## src/rtl/logic_unit_pkg.sv

```systemverilog
// Shared constants and opcode encoding for the pipelined logic unit.
// Latency: n/a (declarations only).
// Backpressure: n/a.
package logic_unit_pkg;

  localparam int OPW   = 3;
  localparam int CNT_W = 16;

  typedef enum logic [OPW-1:0] {
    OP_AND   = 3'd0,
    OP_OR    = 3'd1,
    OP_NOT   = 3'd2,
    OP_NAND  = 3'd3,
    OP_NOR   = 3'd4,
    OP_XOR   = 3'd5,
    OP_XNOR  = 3'd6,
    OP_PASSB = 3'd7
  } op_e;

endpackage

```

## src/rtl/logic_unit_core.sv

```systemverilog
// Combinational bitwise op decode with zero/parity flags.
// Latency: 0 cycles (pure combinational).
// Backpressure: none; the enclosing pipeline owns flow control.
//
// Ports:
//   a, b  : WIDTH-bit operands (b unused for OP_NOT)
//   op    : opcode (logic_unit_pkg::op_e encoding)
//   res   : WIDTH-bit result, no carries or extension
//   zero  : res == 0
//   par   : XOR-reduction of res
module logic_unit_core
  import logic_unit_pkg::*;
#(
  parameter int WIDTH = 8
) (
  input  logic [WIDTH-1:0] a,
  input  logic [WIDTH-1:0] b,
  input  logic [OPW-1:0]   op,
  output logic [WIDTH-1:0] res,
  output logic             zero,
  output logic             par
);

  always_comb begin
    res = '0;
    case (op)
      OP_AND:   res = a & b;
      OP_OR:    res = a | b;
      OP_NOT:   res = ~a;
      OP_NAND:  res = ~(a & b);
      OP_NOR:   res = ~(a | b);
      OP_XOR:   res = a ^ b;
      OP_XNOR:  res = ~(a ^ b);
      OP_PASSB: res = b;
      default:  res = '0;
    endcase
  end

  // Flags derive from the exact value that gets registered, so they can
  // never disagree with the result they describe.
  assign zero = ~|res;
  assign par  = ^res;

endmodule

```

## src/rtl/logic_unit_pipe.sv

```systemverilog
// Two-stage pipelined bitwise logic unit with zero/parity result flags.
// Latency: 2 cycles from accept to out_valid; 1 beat/cycle throughput.
// Backpressure: out_ready low stalls S2, then S1; in_ready drops combinationally (no skid).
//
// Ports:
//   clk, rst                    : clock (rising edge), async active-high reset
//   in_valid/in_ready           : operand handshake; in_a, in_b, in_op sampled on accept
//   out_valid/out_ready         : result handshake; out_res, out_zero, out_par
//   out_cnt (LOGIC_UNIT_CNT_EN) : 16-bit wrapping count of completed output transfers
module logic_unit_pipe #(
  parameter int WIDTH = 8,
  parameter int OPW   = 3
) (
  input  logic             clk,
  input  logic             rst,
  input  logic             in_valid,
  output logic             in_ready,
  input  logic [WIDTH-1:0] in_a,
  input  logic [WIDTH-1:0] in_b,
  input  logic [OPW-1:0]   in_op,
  output logic             out_valid,
  input  logic             out_ready,
  output logic [WIDTH-1:0] out_res,
  output logic             out_zero,
  output logic             out_par
`ifdef LOGIC_UNIT_CNT_EN
  ,
  output logic [logic_unit_pkg::CNT_W-1:0] out_cnt
`endif
);

  // Stage 1 state
  logic             s1_v_q, s1_v_d;
  logic [WIDTH-1:0] a_q, a_d;
  logic [WIDTH-1:0] b_q, b_d;
  logic [OPW-1:0]   op_q, op_d;

  // Stage 2 state
  logic             s2_v_q, s2_v_d;
  logic [WIDTH-1:0] res_q, res_d;
  logic             zero_q, zero_d;
  logic             par_q, par_d;

  logic             s1_adv, s2_adv;
  logic [WIDTH-1:0] core_res;
  logic             core_zero, core_par;

  // A stage may advance when it is empty or its downstream is advancing.
  assign s2_adv   = !s2_v_q || out_ready;
  assign s1_adv   = !s1_v_q || s2_adv;
  assign in_ready = s1_adv;

  logic_unit_core #(
    .WIDTH (WIDTH)
  ) u_core (
    .a    (a_q),
    .b    (b_q),
    .op   (op_q),
    .res  (core_res),
    .zero (core_zero),
    .par  (core_par)
  );

  always_comb begin
    s1_v_d = s1_v_q;
    a_d    = a_q;
    b_d    = b_q;
    op_d   = op_q;
    if (s1_adv) begin
      s1_v_d = in_valid;
    end
    // Operands load only on a real accept so idle toggling on the inputs
    // leaves the stage registers quiet.
    if (in_valid && s1_adv) begin
      a_d  = in_a;
      b_d  = in_b;
      op_d = in_op;
    end
  end

  always_comb begin
    s2_v_d = s2_v_q;
    res_d  = res_q;
    zero_d = zero_q;
    par_d  = par_q;
    if (s2_adv) begin
      s2_v_d = s1_v_q;
    end
    if (s2_adv && s1_v_q) begin
      res_d  = core_res;
      zero_d = core_zero;
      par_d  = core_par;
    end
  end

  always_ff @(posedge clk or posedge rst) begin
    if (rst) begin
      s1_v_q <= 1'b0;
      a_q    <= '0;
      b_q    <= '0;
      op_q   <= '0;
      s2_v_q <= 1'b0;
      res_q  <= '0;
      zero_q <= 1'b1;
      par_q  <= 1'b0;
    end else begin
      s1_v_q <= s1_v_d;
      a_q    <= a_d;
      b_q    <= b_d;
      op_q   <= op_d;
      s2_v_q <= s2_v_d;
      res_q  <= res_d;
      zero_q <= zero_d;
      par_q  <= par_d;
    end
  end

  assign out_valid = s2_v_q;
  assign out_res   = res_q;
  assign out_zero  = zero_q;
  assign out_par   = par_q;

`ifdef LOGIC_UNIT_CNT_EN
  logic [logic_unit_pkg::CNT_W-1:0] cnt_q, cnt_d;

  // Free-running wrap at the counter width is intended.
  always_comb begin
    cnt_d = cnt_q;
    if (s2_v_q && out_ready) begin
      cnt_d = cnt_q + 1'b1;
    end
  end

  always_ff @(posedge clk or posedge rst) begin
    if (rst) begin
      cnt_q <= '0;
    end else begin
      cnt_q <= cnt_d;
    end
  end

  assign out_cnt = cnt_q;
`endif

endmodule

```

## config.mk

```make
export PLATFORM = sky130hd
export DESIGN_NAME = logic_unit_pipe
export DESIGN_NICKNAME = d
export VERILOG_FILES = /design/src/rtl/logic_unit_pkg.sv /design/src/rtl/logic_unit_core.sv /design/src/rtl/logic_unit_pipe.sv
export SDC_FILE = /design/constraint.sdc
export NUM_CORES = 1
export LEC_CHECK = 0
export BUFFER_PORTS_ARGS = -buffer_cell sky130_fd_sc_hd__buf_2
export CORE_MARGIN = 3
export CORE_UTILIZATION = 25
export DETAILED_ROUTE_END_ITERATION = 12
export PLACE_DENSITY_LB_ADDON = 0.12
export SKIP_LAST_GASP = 1
export SYNTH_ARGS = -nofsm -noshare
export SYNTH_HDL_FRONTEND = slang
export SYNTH_HIERARCHICAL = 1
export SYNTH_SLANG_ARGS = --single-unit
export TNS_END_PERCENT = 100
```

## constraint.sdc

```tcl
create_clock -name clk -period 2.6 [get_ports clk]
set_clock_uncertainty 0.2 [all_clocks]
set_input_delay 0.52 -clock clk [delete_from_list [all_inputs] [get_ports clk]]
set_output_delay 0.52 -clock clk [all_outputs]
set_load 0.01 [all_outputs]
```

==> results of run 1 <==
## area by class of cell
| cell class | instances | area (sq um) | share of cell area [%] |
|---|---|---|---|
| clock buffer | 6 | 82.6 | 2.78 |
| clock inverter | 1 | 5.00 | 0.169 |
| inverter | 21 | 78.8 | 2.66 |
| multi-input combinational | 153 | 1450 | 49.0 |
| sequential | 31 | 782 | 26.4 |
| tap | 108 | 135 | 4.56 |
| timing repair buffer | 69 | 430 | 14.5 |
## state kept, by name, indices dropped and copies added (netlist names)
name,cells
a_q,8
b_q,8
op_q,3
out_par,1
out_res,8
out_valid,1
out_zero,1
s1_v_q,1
## report_power, final
group | switching [mW] | internal (mW) | leakage [nW]
Sequential | 0.0791 | 0.600 | 0.357
Combinational | 0.499 | 0.599 | 1.03
Clock | 0.183 | 0.208 | 0.0470
## routing by layer
metal  part of all wire (%)  vias to the layer above  track usage (%)
met2                     44                       29             14.3
met5                      0                        -                0
li1                       -                      893                -
met4                    1.4                        0             3.63
met1                     51                      828             14.5
met3                    3.7                        4             2.17
## synthesized netlist by cell type (2+ instances only)
library cell and instances:
nor2_1 14, nand3_1 2, mux2i_1 5, and3b_1 2, buf_2 2, nand2b_1 5
mux2_4 10, a21oi_1 4, a211o_1 3, o2111a_1 2, nor3_1 4, o311a_1 2
nor2b_1 4, buf_6 4, xnor2_1 2, dfrtp_1 30, a31oi_1 2, nand2_1 12
buf_4 2, mux2_2 22, a21o_1 4, inv_1 20, a311oi_2 2, a211oi_1 5
o311ai_1 3, ha_1 20, o21ai_1 5, o21ai_0 4
## stage by stage
stage               std cells  setup slack (ns)
floorplan                 216             0.178
global placement          372           -0.0674
detailed placement        372           -0.0563
CTS                       379            0.0585
global route              389          -0.00628
finish                    389             0.108
## cell usage in the layout (no fill, tap or decap), types with 2 or more instances in the layout
master	instances
a211o_1	3
ha_1	15
nor2_1	13
ha_4	3
mux2_2	22
inv_1	19
inv_2	2
buf_4	34
nor3_2	3
nor2b_1	4
buf_2	34
mux2_4	10
nand2b_1	5
mux2i_1	5
and3b_1	2
a311oi_2	2
ha_2	2
dfrtp_1	28
a21oi_1	4
o2111a_1	2
clkbuf_8	6
o311a_1	2
o311ai_1	3
a211oi_1	5
nand3_1	2
a21o_1	4
o21ai_1	4
nor3_1	2
nand2_1	12
o21ai_0	4
## worst max-delay path, stage by stage, from the launching register on
cell	delay [ns]
dfrtp_1	0.39
inv_2	0.07
ha_4	0.26
and3b_1	0.15
a21oi_1	0.04
o2111a_1	0.16
a211o_1	0.28
ha_1	0.30
xor2_1	0.17
xnor2_1	0.12
mux2_2	0.25
## path summary, 6_finish.rpt
| kind | slack, ns | depth (start not counted) | endpoint |
|---|---|---|---|
| worst max-delay path | 0.11 | 10 | out_par |
| worst min-delay path | 0.11 | 3 | a_q[4] |
| worst max register to register | 0.11 | 10 | out_par |
| worst min register to register | 0.30 | 1 | out_res[5] |
| max in group asynchronous | 1.75 | 3 | op_q[0] |
| min in group clk | 0.26 | 2 | a_q[4] |
## cell families (layout without fill, tap and decap cells)
kind of cell	count (synthesis)	after routing	share of synthesized area (%)
adder cells (fa/ha/maj)	20	20	10.7
buffers and inverters	32	97	7.72
XOR/XNOR	3	3	1.13
flip-flops	31	31	33.3
AO/OA/AOI/OAI	41	41	14.4
multiplexers	38	38	20.2
AND/OR/NAND/NOR	51	51	12.6
## repair_timing
item,CTS,global route
resized for setup,2,14
buffers inserted,0,10
pin swaps,0,6
endpoints found under the hold margin,0,0
setup endpoints to repair,1,1
==> summary.txt, run 1 <==
STA
  – Setup TNS: 0 ns
  – Least-Margin Pin Slew: 0.419 ns
  – Final Hold Viols: 0
  – Setup violators final: 0
  – Max Slew Vio Count: 0
  – Final period utilization: 95.9%
  – Max Fclk: 401 MHz
  – Rel. slew slack: 72.1%
  – WHS: roughly 0.11 ns
  – Period minus WS final: 2.49 ns

Synthesis
  – Post-Syn Area: 2330 sq um
  – Mapped Cells: 216
  – Distinct cell type count after synthesis: 48
  – Synth async-reset ratio: 100%
  – Yosys top cell by area: dfrtp_1
  – Post-Syn Area per Cell: approximately 11 sq um
  – EDFF count, synth: 0
  – Share of Yosys cell area claimed by the top area cell type: 32.2%
  – Yosys warning count: 6
  – Synth area leaders: dfrtp_1 (32%), ha_1 (11%), mux2_2 (11%)
  – Synth Register Bits: 31
  – Register area share after synthesis: 33.3%
  – Syn Nets: 259
  – Synth Flop Type: dfrtp_1

Floorplan
  – Initial Utilization: a little over a quarter
  – Core Box Area: 8890 sq um
  – I/O pins: 35
  – Die outline width: 103 um
  – Row cnt: 34
  – Die boundary height: 103 um
  – Die area: 10500 sq um

Run
  – Max-cap viol count: 0

Pwr
  – Peak VDD IR: 0.200 mV
  – Power per cell area: 731 nW/um^2
  – Pleak: 1.43 nW
  – Power Total: 2.17 mW

Clocking
  – Worst skew pair latency: approximately 0.28 ns
  – CTS tree: done
  – # clock sinks: 31
  – Worst-path clk slew: ~0.07 ns
  – CTS Buffer Depth: 2
  – Root buffer cell: clkbuf_8
  – Hold_buf cts: 0
  – Total number of H-tree levels: 2
  – Cts bufs inserted: 5

Finish
  – Nets@finish: 324
  – Final Util: 33.4%
  – Diodes inserted: 0
  – Final Instance Area: 2970 sq um
  – Fill cell count: 921
  – Layout cell share with drive strength beyond 1: ~48%
  – Area Growth Syn to Fin: 27.2%

Route
  – Final ANT Viol Nets: 0
  – Routed length per instance: between 10 and 15 um
  – Drt drc: 0
  – First-pass detailed-route iteration total: 4
  – Via Count: about 1800
  – DRT iter0 DRCs: 69
  – Via/cell ratio: 4.51
  – Final wirelength: 4960 um

Worst setup path
  – Worst Path Required: 2.58 ns
  – CP Data Arrival Time: 2.47 ns
  – Crit path launch type: flop
  – Reg-to-reg critical path startpoint: b_q[4]
  – CP endpoint kind: flop
  – Critical path fanouts, max: 3
  – Crit Path Class: reg2reg
  – Crit path launch: b_q[4]

Global route
  – Initial antenna violation count: 0
  – Total track usage: 9.93%
  – Largest net degree at the start of global routing: 32
  – First-pass GRT wire length: 8190 um
  – Vias in the first global route: 1637
  – Total gr overflow: 0

Placement
  – Placed cell area: about 2700 sq um
  – # port buffers: 34
  – DP HPWL: 3770 um
  – Placer Congestion: 0.782

Run status
  – Status: finished clean

Min path
  – HP Class: in2async
Power figures use the tool's default switching activity.
==> inputs of run 2 (changes only) <==
==> constraint.sdc (replaced) <==
create_clock -name clk -period 2.2 [get_ports clk]
set_clock_uncertainty 0.2 [all_clocks]
set_input_delay 0.44 -clock clk [delete_from_list [all_inputs] [get_ports clk]]
set_output_delay 0.44 -clock clk [all_outputs]
set_load 0.01 [all_outputs]
==> run 2 against run 1 <==
  * The flow now finishes with violations (setup timing)
  * Hold slack got worse by 0.079 ns
  * Combinational power rose by 42%
  * Non-clock buffer count rose by 34
  * Power rose by 32%
  * Via count rose by 5.9%
  * Global-route usage rose by 0.77 points
  * Clock power rose by 31%
  * Fmax rose by 2.3%
  * Sequential power rose by 16%
  * Die area did not move
  * Flip-flop and latch count did not move
  * Worst setup slack got worse by 0.34 ns
  * Critical path type unchanged
==> summary.txt, run 2 (synthesized netlist as in run 1, its figures left out) <==
Min path
  – HP Class: in2async

Finish
  – Layout cell share with drive strength beyond 1: 57.3% (+8.9 points)
  – Fill cell count: 898 (-2.5%)
  – Area of the multi-input gates: 1530 sq um (+5.2%)
  – Nets@finish: 358 (+10%)
  – FF+latch area: 778 sq um (-0.48%)
  – Area Growth Syn to Fin: 42.4%
  – Diodes inserted: 0 (unchanged)
  – Final Instance Area: 3320 sq um (+12%)
  – Commonest non-fill, non-tap cell in the layout: buf_4
  – Commonest non-fill, non-tap cells in the layout: buf_4 (68), buf_2 (34), dfrtp_1 (29)

Pwr
  – Peak VDD IR: 0.219 mV (+9.5%)
  – Pleak: 1.61 nW (+13%)
  – Power per cell area: 860 nW/um^2 (+18%)
  – Power Total: 2.86 mW (+32%)

STA
  – Period minus WS final: 2.44 ns (-0.0558 ns)
  – Setup TNS: -0.237 ns (-0.237 ns)
  – Final period utilization: 111% (+15 points)
  – Rel. slew slack: 72.5% (+0.40 points)
  – Least-Margin Pin Slew: 0.413 ns (-0.00593 ns)
  – Unrepaired setup endpoints after global routing: true
  – Max Slew Vio Count: 0 (unchanged)
  – Max Fclk: 410 MHz (+2.3%)
  – Final Hold Viols: 0 (unchanged)
  – Setup violators final: 1 (+1)
  – Final worst slack: -0.237 ns (-0.344 ns)

Clocking
  – Root buffer cell: clkbuf_8
  – Worst-path clk slew: 0.07 ns (about the same)
  – Cts bufs inserted: 5 (unchanged)
  – Total number of H-tree levels: 2 (unchanged)
  – Worst skew pair latency: 0.28 ns (about the same)
  – CTS tree: done
  – # clock sinks: 31 (unchanged)
  – CTS Buffer Depth: 2 (unchanged)
  – Hold_buf cts: 0 (unchanged)

Placement
  – DP HPWL: 3990 um (+5.7%)
  – # port buffers: 34 (unchanged)
  – Placer Congestion: 0.788 (+0.66%)
  – Placed cell area: 2980 sq um (+9.3%)

Worst setup path
  – Crit Path Class: reg2reg
  – CP endpoint kind: flop
  – Critical path fanouts, max: 3 (unchanged)
  – Crit path launch type: flop
  – Worst Path Required: 2.17 ns (-0.41 ns)
  – CP Data Arrival Time: 2.41 ns (-0.06 ns)

Global route
  – Total gr overflow: 0 (unchanged)
  – First-pass GRT wire length: 8830 um (+7.8%)
  – Vias in the first global route: 1856 (+13%)
  – Total track usage: 10.7% (+0.77 points)
  – Initial antenna violation count: 0 (unchanged)
  – Largest net degree at the start of global routing: 32 (unchanged)

Floorplan
  – I/O pins: 35 (unchanged)
  – Die boundary height: 103 um (unchanged)
  – Die outline width: 103 um (unchanged)
  – Die area: 10500 sq um (unchanged)
  – Row cnt: 34 (unchanged)
  – Initial Utilization: 26.2% (unchanged)
  – Core Box Area: 8890 sq um (unchanged)

Route
  – DRT iter0 DRCs: 44 (-36%)
  – Final ANT Viol Nets: 0 (unchanged)
  – First-pass detailed-route iteration total: 4 (unchanged)
  – Routed length per instance: 12.3 um (-3.3%)
  – Drt drc: 0 (unchanged)
  – Final wirelength: 5230 um (+5.4%)
  – Via/cell ratio: 4.38 (-2.9%)
  – Via Count: 1857 (+5.9%)

Run
  – Max-cap viol count: 0 (unchanged)

Run status
  – Failing checks: setup timing
  – Status: complete, but fails checks
run 2: cell count changes in the layout (fill, tap and decap cells not counted), sizes merged:
cell    before  now
clkinv       1    0
buf         68  103
clkbuf       7    8
run 2: cell type report:
class	instances	share of cell area, %
clock buffers	8	3.01
well taps	108	4.07
multi-input cells	153	46.0
flip-flops and latches	31	23.4
repair buffers	103	21.1
inverters	21	2.37
run 2: worst paths after layout:
kind / cells past startpoint / startpoint / end / slack, ns
min: 3 / rst / a_q[7] / 0.03
min reg2reg: 1 / out_res[0] / out_res[0] / 0.30
min in group clk: 2 / in_b[2] / b_q[2] / 0.18
max: 8 / b_q[1] / out_par / -0.24
max reg2reg: 8 / b_q[1] / out_par / -0.24
max in group asynchronous: 3 / rst / out_zero / 1.44
run 2: worst max-delay path, stage by stage, from the launching register on:
cell and delay (ns):
dfrtp_1 0.40, inv_2 0.09, ha_4 0.20, mux4_2 0.46, a21o_1 0.23, ha_4 0.22
xnor2_2 0.13, xnor2_1 0.13, mux2_2 0.26
run 2: metal layers:
| metal | global-route usage, % | vias up | wire length, um |
|---|---|---|---|
| met3 | 2.44 | 6 | 178 |
| met2 | 16.4 | 26 | 2370 |
| met4 | 3.33 | 0 | 76 |
| li1 | - | 960 | - |
| met5 | 0 | - | 0 |
| met1 | 15.0 | 865 | 2610 |
run 2: what timing repair did:
| item | 4_1_cts | 5_1_grt |
|---|---|---|
| hold endpoints to repair | 0 | 0 |
| setup buffers | 10 | 2 |
| endpoints found under the setup margin | 2 | 2 |
| pin swaps | 4 | 7 |
| gates resized for setup | 9 | 20 |
run 2: power breakdown:
group	leakage [nW]	internal, mW	switching [mW]	total [mW]
clock network	0.0515	0.286	0.226	0.512
registers	0.358	0.707	0.0820	0.789
logic	1.20	0.883	0.673	1.56
run 2: through the flow:
| stage | hold slack (ns) | util [%] | cells | worst slack [ns] |
|---|---|---|---|---|
| finish | 0.0319 | 37.3 | 424 | -0.237 |
| global route | 0.0859 | 37.3 | 424 | -0.326 |
| CTS | 0.0472 | 36.0 | 422 | -0.272 |
| detailed placement | 0.289 | 33.5 | 404 | -0.370 |
| global placement | 0.284 | 33.5 | 404 | -0.364 |
| floorplan | 0.305 | - | 216 | -0.200 |
